<file path="src/rtl/aqp_esp_pkg.sv">
// Shared definitions for the ESP32 SPI command decoder: opcodes, state encoding
// and default parameter values.
package aqp_esp_pkg;

    localparam int         ADDR_W_DEFAULT  = 19;
    localparam logic [7:0] TX_IDLE_DEFAULT = 8'h00;

    localparam logic [7:0] CMD_WRITE_MEM = 8'h10;
    localparam logic [7:0] CMD_READ_MEM  = 8'h11;
    localparam logic [7:0] CMD_WRITE_REG = 8'h20;

    typedef enum logic [3:0] {
        ST_IDLE,
        ST_CMD,
        ST_ADDR0,
        ST_ADDR1,
        ST_ADDR2,
        ST_WDATA,
        ST_RDATA,
        ST_REG_IDX,
        ST_REG_VAL,
        ST_DISCARD
    } state_e;

endpackage

</file>
<file path="src/rtl/aqp_esp_busreq.sv">
// Bus request holder: keeps req/wr/addr/data stable until ack and parks one
// request that arrives while a transfer is still in flight.
module aqp_esp_busreq
    import aqp_esp_pkg::*;
#(
    parameter int ADDR_W = ADDR_W_DEFAULT
) (
    input  logic              clk,
    input  logic              reset_n,
    input  logic              start_i,
    input  logic              start_wr_i,
    input  logic [ADDR_W-1:0] start_addr_i,
    input  logic [7:0]        start_data_i,
    input  logic              bus_ack_i,
    output logic              bus_req_o,
    output logic              bus_wr_o,
    output logic [ADDR_W-1:0] bus_addr_o,
    output logic [7:0]        bus_wrdata_o,
    output logic              pend_o
);

    logic              req_q, req_d;
    logic              wr_q, wr_d;
    logic [ADDR_W-1:0] addr_q, addr_d;
    logic [7:0]        data_q, data_d;
    logic              pend_q, pend_d;
    logic              pwr_q, pwr_d;
    logic [ADDR_W-1:0] paddr_q, paddr_d;
    logic [7:0]        pdata_q, pdata_d;

    always_comb begin
        req_d   = req_q;
        wr_d    = wr_q;
        addr_d  = addr_q;
        data_d  = data_q;
        pend_d  = pend_q;
        pwr_d   = pwr_q;
        paddr_d = paddr_q;
        pdata_d = pdata_q;
        if (req_q && bus_ack_i) begin
            req_d = 1'b0;
        end
        // A parked request launches only after req has been low for a cycle.
        if (!req_q && pend_q) begin
            req_d  = 1'b1;
            wr_d   = pwr_q;
            addr_d = paddr_q;
            data_d = pdata_q;
            pend_d = 1'b0;
        end
        if (start_i) begin
            if (req_q || pend_q) begin
                pend_d  = 1'b1;
                pwr_d   = start_wr_i;
                paddr_d = start_addr_i;
                pdata_d = start_data_i;
            end else begin
                req_d  = 1'b1;
                wr_d   = start_wr_i;
                addr_d = start_addr_i;
                data_d = start_data_i;
            end
        end
    end

    always_ff @(posedge clk or negedge reset_n) begin
        if (!reset_n) begin
            req_q   <= 1'b0;
            wr_q    <= 1'b0;
            addr_q  <= '0;
            data_q  <= '0;
            pend_q  <= 1'b0;
            pwr_q   <= 1'b0;
            paddr_q <= '0;
            pdata_q <= '0;
        end else begin
            req_q   <= req_d;
            wr_q    <= wr_d;
            addr_q  <= addr_d;
            data_q  <= data_d;
            pend_q  <= pend_d;
            pwr_q   <= pwr_d;
            paddr_q <= paddr_d;
            pdata_q <= pdata_d;
        end
    end

    assign bus_req_o    = req_q;
    assign bus_wr_o     = wr_q;
    assign bus_addr_o   = addr_q;
    assign bus_wrdata_o = data_q;
    assign pend_o       = pend_q;

endmodule

</file>
<file path="src/rtl/aqp_esp_cmd.sv">
// Command decoder behind the ESP32 SPI slave: decodes memory write/read bursts
// and register writes from the received byte stream and feeds the readback byte.
module aqp_esp_cmd
    import aqp_esp_pkg::*;
#(
    parameter int         ADDR_W  = ADDR_W_DEFAULT,
    parameter logic [7:0] TX_IDLE = TX_IDLE_DEFAULT
) (
    input  logic              clk,
    input  logic              reset_n,
    input  logic              msg_start,
    input  logic              msg_end,
    input  logic [7:0]        rxdata,
    input  logic              rxdata_valid,
    output logic [7:0]        txdata,
    input  logic              txdata_ack,
    output logic              bus_req,
    output logic              bus_wr,
    output logic [ADDR_W-1:0] bus_addr,
    output logic [7:0]        bus_wrdata,
    input  logic [7:0]        bus_rddata,
    input  logic              bus_ack,
    output logic              reg_wr,
    output logic [7:0]        reg_idx,
    output logic [7:0]        reg_data,
    output logic              overrun
);

    state_e            state_q, state_d;
    logic [ADDR_W-1:0] addr_q, addr_d;
    logic              cmd_rd_q, cmd_rd_d;
    logic [7:0]        txdata_q, txdata_d;
    logic              overrun_q, overrun_d;
    logic              reg_wr_q, reg_wr_d;
    logic [7:0]        reg_idx_q, reg_idx_d;
    logic [7:0]        reg_data_q, reg_data_d;
    logic              start, start_wr, pend;
    logic [ADDR_W-1:0] start_addr;

    always_ff @(posedge clk or negedge reset_n) begin
        if (!reset_n) begin
            state_q    <= ST_IDLE;
            addr_q     <= '0;
            cmd_rd_q   <= 1'b0;
            txdata_q   <= TX_IDLE;
            overrun_q  <= 1'b0;
            reg_wr_q   <= 1'b0;
            reg_idx_q  <= '0;
            reg_data_q <= '0;
        end else begin
            state_q    <= state_d;
            addr_q     <= addr_d;
            cmd_rd_q   <= cmd_rd_d;
            txdata_q   <= txdata_d;
            overrun_q  <= overrun_d;
            reg_wr_q   <= reg_wr_d;
            reg_idx_q  <= reg_idx_d;
            reg_data_q <= reg_data_d;
        end
    end

    always_comb begin
        state_d = state_q;
        if (rxdata_valid) begin
            unique case (state_q)
                ST_CMD: begin
                    if (rxdata == CMD_WRITE_MEM || rxdata == CMD_READ_MEM) state_d = ST_ADDR0;
                    else if (rxdata == CMD_WRITE_REG)                      state_d = ST_REG_IDX;
                    else                                                   state_d = ST_DISCARD;
                end
                ST_ADDR0:   state_d = ST_ADDR1;
                ST_ADDR1:   state_d = ST_ADDR2;
                ST_ADDR2:   state_d = cmd_rd_q ? ST_RDATA : ST_WDATA;
                ST_REG_IDX: state_d = ST_REG_VAL;
                ST_REG_VAL: state_d = ST_DISCARD;
                default:    state_d = state_q;
            endcase
        end
        if (msg_end)   state_d = ST_IDLE;
        if (msg_start) state_d = ST_CMD;
    end

    always_comb begin
        addr_d     = addr_q;
        cmd_rd_d   = cmd_rd_q;
        txdata_d   = txdata_q;
        overrun_d  = overrun_q;
        reg_wr_d   = 1'b0;
        reg_idx_d  = reg_idx_q;
        reg_data_d = reg_data_q;
        start      = 1'b0;
        start_wr   = 1'b0;
        start_addr = addr_q;
        if (msg_start) begin
            overrun_d = 1'b0;
            txdata_d  = TX_IDLE;
        end else begin
            if (rxdata_valid) begin
                unique case (state_q)
                    ST_CMD:   cmd_rd_d = (rxdata == CMD_READ_MEM);
                    ST_ADDR0: addr_d[7:0]  = rxdata;
                    ST_ADDR1: addr_d[15:8] = rxdata;
                    ST_ADDR2: begin
                        addr_d[ADDR_W-1:16] = rxdata[ADDR_W-17:0];
                        if (cmd_rd_q) begin
                            start      = 1'b1;
                            start_addr = addr_d;
                        end
                    end
                    ST_WDATA: begin
                        // The ack cycle frees the bus, so a byte landing then is parked, not dropped.
                        if (pend || (bus_req && !bus_ack)) begin
                            overrun_d = 1'b1;
                        end else begin
                            start    = 1'b1;
                            start_wr = 1'b1;
                            addr_d   = addr_q + 1'b1;
                        end
                    end
                    ST_REG_IDX: reg_idx_d = rxdata;
                    ST_REG_VAL: begin
                        reg_data_d = rxdata;
                        reg_wr_d   = 1'b1;
                    end
                    default: ;
                endcase
            end
            if (state_q == ST_RDATA && txdata_ack && !msg_end) begin
                if (bus_req || pend) begin
                    overrun_d = 1'b1;
                end else begin
                    addr_d     = addr_q + 1'b1;
                    start      = 1'b1;
                    start_addr = addr_d;
                end
            end
            if (state_q == ST_RDATA && bus_req && bus_ack && !bus_wr) begin
                txdata_d = bus_rddata;
            end
        end
    end

    aqp_esp_busreq #(.ADDR_W(ADDR_W)) u_busreq (
        .clk          (clk),
        .reset_n      (reset_n),
        .start_i      (start),
        .start_wr_i   (start_wr),
        .start_addr_i (start_addr),
        .start_data_i (rxdata),
        .bus_ack_i    (bus_ack),
        .bus_req_o    (bus_req),
        .bus_wr_o     (bus_wr),
        .bus_addr_o   (bus_addr),
        .bus_wrdata_o (bus_wrdata),
        .pend_o       (pend)
    );

    assign txdata   = txdata_q;
    assign overrun  = overrun_q;
    assign reg_wr   = reg_wr_q;
    assign reg_idx  = reg_idx_q;
    assign reg_data = reg_data_q;

endmodule

</file>
<file path="config.mk">
export PLATFORM = sky130hd
export DESIGN_NAME = aqp_esp_cmd
export DESIGN_NICKNAME = d
export VERILOG_FILES = /design/src/rtl/aqp_esp_pkg.sv /design/src/rtl/aqp_esp_busreq.sv /design/src/rtl/aqp_esp_cmd.sv
export SDC_FILE = /design/constraint.sdc
export NUM_CORES = 1
export LEC_CHECK = 0
export CELL_PAD_IN_SITES_DETAIL_PLACEMENT = 1
export CELL_PAD_IN_SITES_GLOBAL_PLACEMENT = 1
export CORE_MARGIN = 5
export CORE_UTILIZATION = 30
export CTS_CLUSTER_SIZE = 20
export DETAILED_ROUTE_END_ITERATION = 8
export PLACE_DENSITY = 0.68
export SLEW_MARGIN = 40
export SYNTH_ARGS = -nofsm -noshare
export SYNTH_HDL_FRONTEND = slang
export SYNTH_HIERARCHICAL = 1
export SYNTH_SLANG_ARGS = --single-unit
</file>
<file path="constraint.sdc">
create_clock -name clk -period 3.1 [get_ports clk]
set_clock_uncertainty 0.15 [all_clocks]
set_input_delay 0.93 -clock clk [delete_from_list [all_inputs] [get_ports clk]]
set_output_delay 0.93 -clock clk [all_outputs]
set_load 0.01 [all_outputs]
</file>
==> flow_summary.yaml, run 1 <==
run_status:
  run_status: "finished clean"
clock_tree:
  clkTransAtPathRegs_ns: 0.08
  h-tree-depth: 3
  tritoncts: "yes"
  cts.repair.resized: 0
  clock_insertion_delay_worst_skew_ns: 0.37
  cts_made_buffers: 9
  cts_hold_buffers_added: 0
  clock_path_buffers: 2
  post_cts.repair.setup_buffers: 0
  root_buffer: "sky130_fd_sc_hd__clkbuf_16"
  clock_sinks: 108
sta:
  summed_negative_setup_slack_over_all_endpoints_ns: 0
  setup_violations: 0
  timing_hold_violations_final: 0
  final.period_utilization_pct: 94.91
  rsz0062_at_grt: "no"
  final.min_clock_period_ns: 2.942
  slew_viol_final: 0
  worst_max_slew_pin_slew_ns: 0.6151
  fmax_mhz: 339.9
  worst_slew_margin_rel_pct: 58.62
synth:
  yosys_warnings: 6
  netlist.top_cell.by_area: "sky130_fd_sc_hd__dfrtp_1"
  synthDominantCellAreaShare_pct: 45.04
  ys_dominant_reg_cell: "sky130_fd_sc_hd__dfrtp_1"
  synth-edff-count: 0
  synth-seq-cells: 108
  synth.avg_cell_area_um2: 10.19
  syn_inst: 589
  mappedNetlistNets: 613
  ys_seq_area_share_pct: 45.04
  mappedNetlistArea_mm2: 0.006001
  synth_cell_type_count: 73
  synth.top_cells.by_area: "sky130_fd_sc_hd__dfrtp_1, sky130_fd_sc_hd__mux2_4, sky130_fd_sc_hd__mux2_2"
  synth_async_sr_flop_share_pct: 100.0
setup_path:
  worstSetupEndpointType: "register"
  worstSetupPathType: "input pin to register"
  cpMostUsedCell: "sky130_fd_sc_hd__nor2_1"
  crit_path_max_fanout: 7
  crit_path_start_kind: "input pin"
  max_stage_delay_ns: 0.41
  worst_ep_arrival_time_ns: 3.03
  worstPathCellList: "clkdlybuf4s50_1 -> nand2b_1 -> or3_1 -> or2_1 -> nor2_1 -> xnor2_1 -> o32ai_1 -> nor2_1"
  critPathRequiredTime_ns: 3.19
  timing.critical_path.slowest_stage_cell: "sky130_fd_sc_hd__clkdlybuf4s50_1"
floorplanning:
  std_cell_rows: 51
  chipHeight_um: 151.4
  design.die.area_mm2: 0.02293
  pin_count: 78
  die_width_um: 151.4
  design.core.area_mm2: 0.01959
  floorplan.initialDensity_pct: 30.63
detailed_routing:
  routed_wire_length_per_instance_um: 20.97
  finalWirelength_um: 20220
  route.vias.total: 5302
  detail_route.drc_violations: 0
  ant_nets_after_route: 0
  drt_iter0_markers: 361
  drt-vias-per-instance: 5.500
  drt-pass1-iter-count: 4
power:
  max-vdd-ir-drop_uv: 314.9
  p_per_area_mw_per_mm2: 456.4
  total_leakage_power_nw: 3.337
global_route:
  grt_start_max_net_pins: 41
  grt_pass1_vias: 5757
  first_pass_grt_wire_length_um: 32660
  globalRoute.totalOverflow: 0
  number_of_antenna_violations_at_the_first_check_in_global_routing: 0
  grt_usage_pct: 18.35
layout:
  fraction_of_layout_cells_with_a_size_suffix_above_1_pct: 20.46
  antennaDiodeCount: 0
  synthToLayoutAreaGrowth_pct: 27.79
  numnets_final: 718
  finalNonFillerCells: 964
placement:
  place_inst: 948
  gp_congestion: 0.8530
  port-buffer-count: 77
  dpl.hpwl_um: 14650
worst_hold_path:
  worstHoldPathType: "register to register"
flow_run:
  cap_viol_max_count: 0
-- cell type report --
cell class	count	area, um^2
clock buffers	9	225.2
clock inverters	7	88.84
fillers	2223	11920
inverters	12	45.04
multi-input cells	422	2982
flip-flops and latches	108	2703
well taps	265	331.6
repair buffers	141	1294
-- synth_stat cells (7+ instances only) --
master	number
sky130_fd_sc_hd__o2bb2ai_1	8
sky130_fd_sc_hd__a21oi_1	12
sky130_fd_sc_hd__o32ai_1	27
sky130_fd_sc_hd__nor2_1	62
sky130_fd_sc_hd__o21ai_0	18
sky130_fd_sc_hd__a22oi_1	9
sky130_fd_sc_hd__nand3_1	23
sky130_fd_sc_hd__buf_6	9
sky130_fd_sc_hd__mux2_4	20
sky130_fd_sc_hd__nor3_1	16
sky130_fd_sc_hd__mux2i_1	10
sky130_fd_sc_hd__mux2_2	23
sky130_fd_sc_hd__inv_1	11
sky130_fd_sc_hd__nand2b_1	8
sky130_fd_sc_hd__a31oi_1	8
sky130_fd_sc_hd__dfrtp_1	108
sky130_fd_sc_hd__xor2_1	7
sky130_fd_sc_hd__nand2_1	34
sky130_fd_sc_hd__xnor2_1	9
sky130_fd_sc_hd__clkbuf_1	27
sky130_fd_sc_hd__o22ai_1	33
-- logic make-up after synthesis --
logic type | count (synthesis) | share of synthesized area, %
fa+ha+maj | 2 | 0.3753
buf+inv | 59 | 5.380
simple gates | 191 | 16.37
mux | 53 | 10.99
flops | 108 | 45.04
compound gates | 160 | 19.52
xor+xnor | 16 | 2.335
-- power by group --
group	total (mW)	switching (mW)	internal, mW
Clock	1.22	0.638	0.583
Sequential	1.63	0.120	1.51
Combinational	0.650	0.335	0.315
-- registers in the layout, summed over array words and instances (netlist names), 4 cells and up --
| name | flops |
|---|---|
| addr_q | 19 |
| u_busreq/bus_addr_o | 19 |
| u_busreq/paddr_q | 19 |
| reg_data | 8 |
| reg_idx | 8 |
| txdata | 8 |
| u_busreq/bus_wrdata_o | 8 |
| u_busreq/pdata_q | 8 |
| state_q | 4 |
-- final timing paths --
check                                     endpoint  depth (start not counted)  slack [ns]                start
max in group asynchronous      u_busreq/paddr_q[5]                          2        1.62              reset_n
min                            u_busreq/pdata_q[1]                          1        0.36  u_busreq/pdata_q[1]
max                        u_busreq/bus_addr_o[14]                          8        0.16              msg_end
min in group asynchronous               state_q[2]                          1        0.40              reset_n
max reg2reg                u_busreq/bus_addr_o[14]                          7        0.17           state_q[2]
min reg2reg                    u_busreq/pdata_q[1]                          1        0.36  u_busreq/pdata_q[1]
-- worst max-delay path: cells and delay by family --
family | cells | cell delay [ns]
compound gates | 1 | 0.31
simple gates | 5 | 1.25
buf+inv | 1 | 0.41
xor+xnor | 1 | 0.13
-- metrics by stage --
stage	setup WS [ns]	cell area (um^2)	hold WS (ns)	total power, mW	utilization (%)
finish	0.1579	7669	0.3627	3.500	39.15
global route	0.04371	7669	0.3792	3.670	39.15
CTS	0.1748	7669	0.3588	3.544	39.15
detailed placement	-0.2112	7355	0.3315	2.309	37.54
global placement	-0.2121	7355	0.3183	2.280	37.54
floorplan	0.2003	6001	0.3303	1.975	-
-- layout by cell type, fill, tap and decap left out, types with 3 or more instances in the layout --
master,n
sky130_fd_sc_hd__or3_1,3
sky130_fd_sc_hd__mux2_4,20
sky130_fd_sc_hd__nor2_1,62
sky130_fd_sc_hd__a22oi_1,9
sky130_fd_sc_hd__nand2_1,34
sky130_fd_sc_hd__a32oi_1,3
sky130_fd_sc_hd__o21ai_1,6
sky130_fd_sc_hd__o21ai_0,18
sky130_fd_sc_hd__inv_1,11
sky130_fd_sc_hd__clkdlybuf4s50_1,75
sky130_fd_sc_hd__dfrtp_1,108
sky130_fd_sc_hd__xnor2_1,9
sky130_fd_sc_hd__mux2i_1,10
sky130_fd_sc_hd__o32ai_1,27
sky130_fd_sc_hd__xor2_1,7
sky130_fd_sc_hd__clkinv_8,3
sky130_fd_sc_hd__nand2b_1,8
sky130_fd_sc_hd__nor2b_1,6
sky130_fd_sc_hd__nand4_1,6
sky130_fd_sc_hd__o2bb2ai_1,8
sky130_fd_sc_hd__buf_4,61
sky130_fd_sc_hd__o22ai_1,33
sky130_fd_sc_hd__o31a_1,3
sky130_fd_sc_hd__a2bb2oi_1,3
sky130_fd_sc_hd__a211o_1,5
sky130_fd_sc_hd__buf_12,4
sky130_fd_sc_hd__o311ai_1,4
sky130_fd_sc_hd__a21oi_1,12
sky130_fd_sc_hd__a31oi_1,8
sky130_fd_sc_hd__nand3_1,23
sky130_fd_sc_hd__and3_1,6
sky130_fd_sc_hd__mux2_2,23
sky130_fd_sc_hd__nor3_1,16
sky130_fd_sc_hd__clkbuf_16,9
-- metal layers --
metal	routed length [um]	vias up	share of wire [%]	track usage [%]
met5	0	-	0	0
met4	265	0	1.3	4.216
met2	9935	157	49	30.74
met3	1273	21	6.3	4.578
met1	8742	2702	43	23.90
li1	-	2422	-	-
Power figures use the tool's default switching activity.
==> inputs of run 2 (changes only) <==
--- a/config.mk
+++ b/config.mk
@@ -11,7 +11,8 @@
 export CORE_UTILIZATION = 30
 export CTS_CLUSTER_SIZE = 20
 export DETAILED_ROUTE_END_ITERATION = 8
-export PLACE_DENSITY = 0.68
+export HOLD_SLACK_MARGIN = 0.05
+export PLACE_DENSITY_LB_ADDON = 0.15
 export SLEW_MARGIN = 40
 export SYNTH_ARGS = -nofsm -noshare
 export SYNTH_HDL_FRONTEND = slang
==> run 2 against run 1 <==
Utilization increased by 0.11 points. Design area grew 0.28%. Final cell count shrank 0.62%. Sequential share of layout area shrank 0.098 points. Combinational power down 2%. Global-route usage is essentially flat. Die area unchanged. Clock-buffer cell count unchanged. Non-clock buffer count fell by 6. Total power rose by 0.95%. Largest cell class unchanged. Highest routed layer unchanged.
==> flow_summary.yaml, run 2 (synthesis results as in run 1) <==
run_status:
  run_status: "finished clean"
setup_path:
  worst_ep_arrival_time_ns: 3.00
  worstSetupPathType: "input pin to register"
  critPathRequiredTime_ns: 3.19
  rrSetupSlack_ns: 0.48
  crit_path_start_kind: "input pin"
  worstSetupEndpointType: "register"
  crit_path_max_fanout: 7
clock_tree:
  post_cts.repair.setup_buffers: 0
  cts_hold_buffers_added: 0
  clkTransAtPathRegs_ns: 0.08
  cts_made_buffers: 9
  h-tree-depth: 3
  tritoncts: "yes"
  clock_sinks: 108
  clock_insertion_delay_worst_skew_ns: 0.36
  root_buffer: "sky130_fd_sc_hd__clkbuf_16"
  clock_path_buffers: 2
  cts.repair.resized: 0
placement:
  port-buffer-count: 77
  dpl.hpwl_um: 14500
  dp_worst_setup_slack_ns: -0.2018
  gp_congestion: 0.8699
  place_inst: 942
flow_run:
  cap_viol_max_count: 0
detailed_routing:
  finalWirelength_um: 20430
  routed_wire_length_per_instance_um: 21.32
  route.vias.total: 5158
  drt-pass1-iter-count: 4
  detail_route.drc_violations: 0
  ant_nets_after_route: 0
  drt-vias-per-instance: 5.384
  drt_iter0_markers: 285
sta:
  final.min_clock_period_ns: 2.916
  worst_slew_margin_rel_pct: 56.00
  setup_violations: 0
  layout_setup_ws_ns: 0.1844
  worst_max_slew_pin_slew_ns: 0.6600
  slew_viol_final: 0
  final.period_utilization_pct: 94.05
  timing_hold_violations_final: 0
  worst_hold_slack_ns: 0.3537
  fmax_mhz: 343.0
  rsz0062_at_grt: "no"
floorplanning:
  std_cell_rows: 51
  design.die.area_mm2: 0.02293
  floorplan.initialDensity_pct: 30.63
  design.core.area_mm2: 0.01959
  pin_count: 78
  die_width_um: 151.4
  chipHeight_um: 151.4
power:
  max-vdd-ir-drop_uv: 279.0
  design_power_total_mw: 3.533
  total_leakage_power_nw: 3.337
  p_per_area_mw_per_mm2: 459.4
global_route:
  number_of_antenna_violations_at_the_first_check_in_global_routing: 0
  globalRoute.totalOverflow: 0
  grt_pass1_vias: 5566
  first_pass_grt_wire_length_um: 32520
  grt_start_max_net_pins: 47
  grt_usage_pct: 18.36
layout:
  synthToLayoutAreaGrowth_pct: 28.15
  antennaDiodeCount: 0
  fraction_of_layout_cells_with_a_size_suffix_above_1_pct: 19.77
  mostFrequentLayoutCell: "sky130_fd_sc_hd__dfrtp_1"
  numnets_final: 712
  finalNonFillerCells: 958
  most-common-layout-cells: "sky130_fd_sc_hd__dfrtp_1, sky130_fd_sc_hd__clkdlybuf4s50_1, sky130_fd_sc_hd__nor2_1"
worst_hold_path:
  worstHoldPathType: "register to register"
## run 2: stage by stage
stage	util, %	setup TNS [ns]	instance area, um^2
CTS	39.25	0	7690
global route	39.25	0	7690
global placement	37.63	-6.610	7372
floorplan	-	0	6001
detailed placement	37.63	-9.343	7372
finish	39.25	0	7690
## run 2: path summary, 6_finish.rpt
kind                            startpoint                 endpoint  depth (start not counted)
worst min register to register  reg_idx[0]               reg_idx[0]                          2
max in group asynchronous          reset_n                 cmd_rd_q                          2
min in group asynchronous          reset_n   u_busreq/bus_addr_o[5]                          1
worst max-delay path               msg_end   u_busreq/bus_addr_o[4]                          8
worst max register to register   addr_q[3]  u_busreq/bus_addr_o[17]                          7
worst min-delay path            reg_idx[0]               reg_idx[0]                          2
## run 2: power by group
group | switching [mW] | total (mW) | internal, mW
clock network | 0.604 | 1.25 | 0.650
logic | 0.327 | 0.640 | 0.313
registers | 0.130 | 1.64 | 1.51
total | 1.06 | 3.53 | 2.47
## run 2: metal layers
layer | wire [um] | global-route usage (%) | vias to the layer above
met1 | 9215 | 24.46 | 2642
met5 | 0 | 0 | -
li1 | - | - | 2403
met4 | 167 | 4.714 | 0
met3 | 1077 | 4.428 | 8
met2 | 9967 | 29.98 | 105
## run 2: critical path: stages
cell                              delay, ns
sky130_fd_sc_hd__clkdlybuf4s50_1       0.43
sky130_fd_sc_hd__nand2b_1              0.21
sky130_fd_sc_hd__or3_1                 0.42
sky130_fd_sc_hd__or2_1                 0.36
sky130_fd_sc_hd__nor2_1                0.15
sky130_fd_sc_hd__xor2_1                0.12
sky130_fd_sc_hd__o32ai_1               0.29
sky130_fd_sc_hd__nor2_1                0.09
## run 2: area by class of cell
type                       count  area, um^2
fill                        2229       11900
multi-input combinational    422        2982
timing repair buffer         135        1311
tap                          265       331.6
inverter                      12       45.04
clock inverter                 7       92.59
clock buffer                   9       225.2
sequential                   108        2703
==> inputs of run 3 (changes only) <==
--- a/config.mk
+++ b/config.mk
@@ -8,7 +8,7 @@
 export CELL_PAD_IN_SITES_DETAIL_PLACEMENT = 1
 export CELL_PAD_IN_SITES_GLOBAL_PLACEMENT = 1
 export CORE_MARGIN = 5
-export CORE_UTILIZATION = 30
+export CORE_UTILIZATION = 44
 export CTS_CLUSTER_SIZE = 20
 export DETAILED_ROUTE_END_ITERATION = 8
 export HOLD_SLACK_MARGIN = 0.05
==> run 3 against run 2 <==
Worst hold slack got worse by 0.094 ns. Die area fell by 30%. Register-to-register slack got worse by 0.17 ns. Clock-buffer cell count is 1 higher. Utilization grew 17 points. First-iteration DRC count is 6.7% lower. Critical path depth increased by 1. Via count up 2.8%. Total power decreased by 1.9%. Sequential share of layout area is 1.1 points higher. Clock power down 4%. Largest power group unchanged. Critical path type unchanged. Non-clock buffer count decreased by 7.
==> flow_summary.yaml, run 3 (synthesis results as in run 1) <==
sta:
  worst_slew_margin_rel_pct: 59.20
  fmax_mhz: 345.8
  final.period_utilization_pct: 93.28
  final.min_clock_period_ns: 2.892
  rsz0062_at_grt: "no"
  slew_viol_final: 0
  setup_violations: 0
  timing_hold_violations_final: 0
  worst_max_slew_pin_slew_ns: 0.6111
layout:
  synthToLayoutAreaGrowth_pct: 24.33
  antennaDiodeCount: 0
  numnets_final: 705
  finalNonFillerCells: 862
  most-common-layout-cells: "sky130_fd_sc_hd__dfrtp_1, sky130_fd_sc_hd__clkdlybuf4s50_1, sky130_fd_sc_hd__nor2_1"
  fillerInstances: 1441
  multi_input_comb_area_mm2: 0.002982
  fraction_of_layout_cells_with_a_size_suffix_above_1_pct: 18.95
  mostFrequentLayoutCell: "sky130_fd_sc_hd__dfrtp_1"
  sequential_cell_area_mm2: 0.002703
clock_tree:
  root_buffer: "sky130_fd_sc_hd__clkbuf_16"
  clkTransAtPathRegs_ns: 0.07
  h-tree-depth: 3
  clock_insertion_delay_worst_skew_ns: 0.37
  cts_hold_buffers_added: 0
  clock_path_buffers: 2
  cts.repair.resized: 0
  post_cts.repair.setup_buffers: 0
  cts_made_buffers: 9
  tritoncts: "yes"
  clock_sinks: 108
placement:
  place_inst: 846
  gp_congestion: 0.8821
  port-buffer-count: 77
  dpl.hpwl_um: 13540
power:
  design_power_total_mw: 3.465
  max-vdd-ir-drop_uv: 417.3
  p_per_area_mw_per_mm2: 464.4
  total_leakage_power_nw: 3.271
setup_path:
  timing.rr.start: "state_q[1]"
  rrSetupSlack_ns: 0.31
  worst_r2r_endpoint: "u_busreq/bus_addr_o[7]"
  worstSetupEndpointType: "register"
  worstSetupPathType: "input pin to register"
  crit_path_start_kind: "input pin"
  crit_path_max_fanout: 28
  critPathRequiredTime_ns: 3.19
  worst_ep_arrival_time_ns: 2.98
  timing.reg2reg.worst_path_depth: 9
detailed_routing:
  drt-pass1-iter-count: 5
  ant_nets_after_route: 0
  routed_wire_length_per_instance_um: 22.76
  route.vias.total: 5304
  drt_iter0_markers: 266
  finalWirelength_um: 19620
  drt-vias-per-instance: 6.153
  detail_route.drc_violations: 0
floorplanning:
  floorplan.initialDensity_pct: 45.13
  design.die.area_mm2: 0.01607
  pin_count: 78
  std_cell_rows: 42
  chipHeight_um: 126.8
  die_width_um: 126.8
  design.core.area_mm2: 0.01330
flow_run:
  cap_viol_max_count: 0
global_route:
  grt_start_max_net_pins: 67
  first_pass_grt_wire_length_um: 32440
  globalRoute.totalOverflow: 0
  grt_pass1_vias: 5855
  number_of_antenna_violations_at_the_first_check_in_global_routing: 0
  grt_usage_pct: 25.35
worst_hold_path:
  worstHoldPathType: "input pin to asynchronous set/reset pin"
run_status:
  run_status: "finished clean"
run 3: cell count changes in the layout (fill, tap and decap cells not counted), sizes merged:
| cell | delta |
|---|---|
| buf | -7 |
| bufinv | -1 |
| clkbuf | +1 |
| clkinv | -2 |
| clkinvlp | +1 |
| inv | +1 |
run 3: cell type report:
class,count,share of cell area (%)
multi-input combinational,422,39.96
clock inverter,6,0.8553
tap,176,2.952
clock buffer,10,3.203
timing repair buffer,128,16.20
inverter,12,0.6037
sequential,108,36.22
run 3: where the power goes:
group | internal, mW | total (mW) | leakage (nW) | switching (mW)
Sequential | 1.51 | 1.65 | 1.48 | 0.139
Clock | 0.593 | 1.20 | 0.146 | 0.605
Combinational | 0.307 | 0.619 | 1.64 | 0.313
Total | 2.41 | 3.46 | 3.27 | 1.06
run 3: worst max-delay path by stage:
stage                  from                 endpoint  slack (ns)  depth (start not counted)
4_1_cts        rxdata_valid   u_busreq/bus_addr_o[7]        0.20                          9
6_report       rxdata_valid   u_busreq/bus_addr_o[7]        0.21                          9
3_3_place_gp        msg_end  u_busreq/bus_addr_o[13]       -0.08                          8
5_1_grt        rxdata_valid   u_busreq/bus_addr_o[5]        0.05                          9
2_1_floorplan  rxdata_valid      u_busreq/paddr_q[0]        0.20                          7
3_5_place_dp        msg_end  u_busreq/bus_addr_o[13]       -0.18                          8
run 3: metrics by stage:
step	TNS (ns)	cell area, um^2	hold slack (ns)	utilization (%)	worst slack (ns)
finish	0	7461	0.2599	56.12	0.2082
global route	0	7461	0.2692	56.12	0.04740
CTS	0	7461	0.2552	56.12	0.2004
detailed placement	-4.498	7158	0.3383	53.84	-0.1826
global placement	-1.209	7158	0.3181	53.84	-0.08193
floorplan	0	6001	0.3303	-	0.2003
run 3: metal layers:
metal	wire [um]	global-route usage (%)	share of wire [%]	up-vias
met4	370	7.382	1.9	0
met5	0	0	0	-
li1	-	-	-	2389
met2	9762	43.00	50	161
met3	1190	6.305	6.1	23
met1	8298	32.13	42	2731
run 3: worst max-delay path, cell delays in order:
cell and delay (ns):
sky130_fd_sc_hd__clkdlybuf4s50_1 0.55, sky130_fd_sc_hd__nand2_1 0.14, sky130_fd_sc_hd__nor4_4 0.27, sky130_fd_sc_hd__nor2_2 0.07, sky130_fd_sc_hd__a21oi_1 0.17, sky130_fd_sc_hd__buf_4 0.18
sky130_fd_sc_hd__nand2b_4 0.22, sky130_fd_sc_hd__o32ai_1 0.35, sky130_fd_sc_hd__nor2_1 0.08
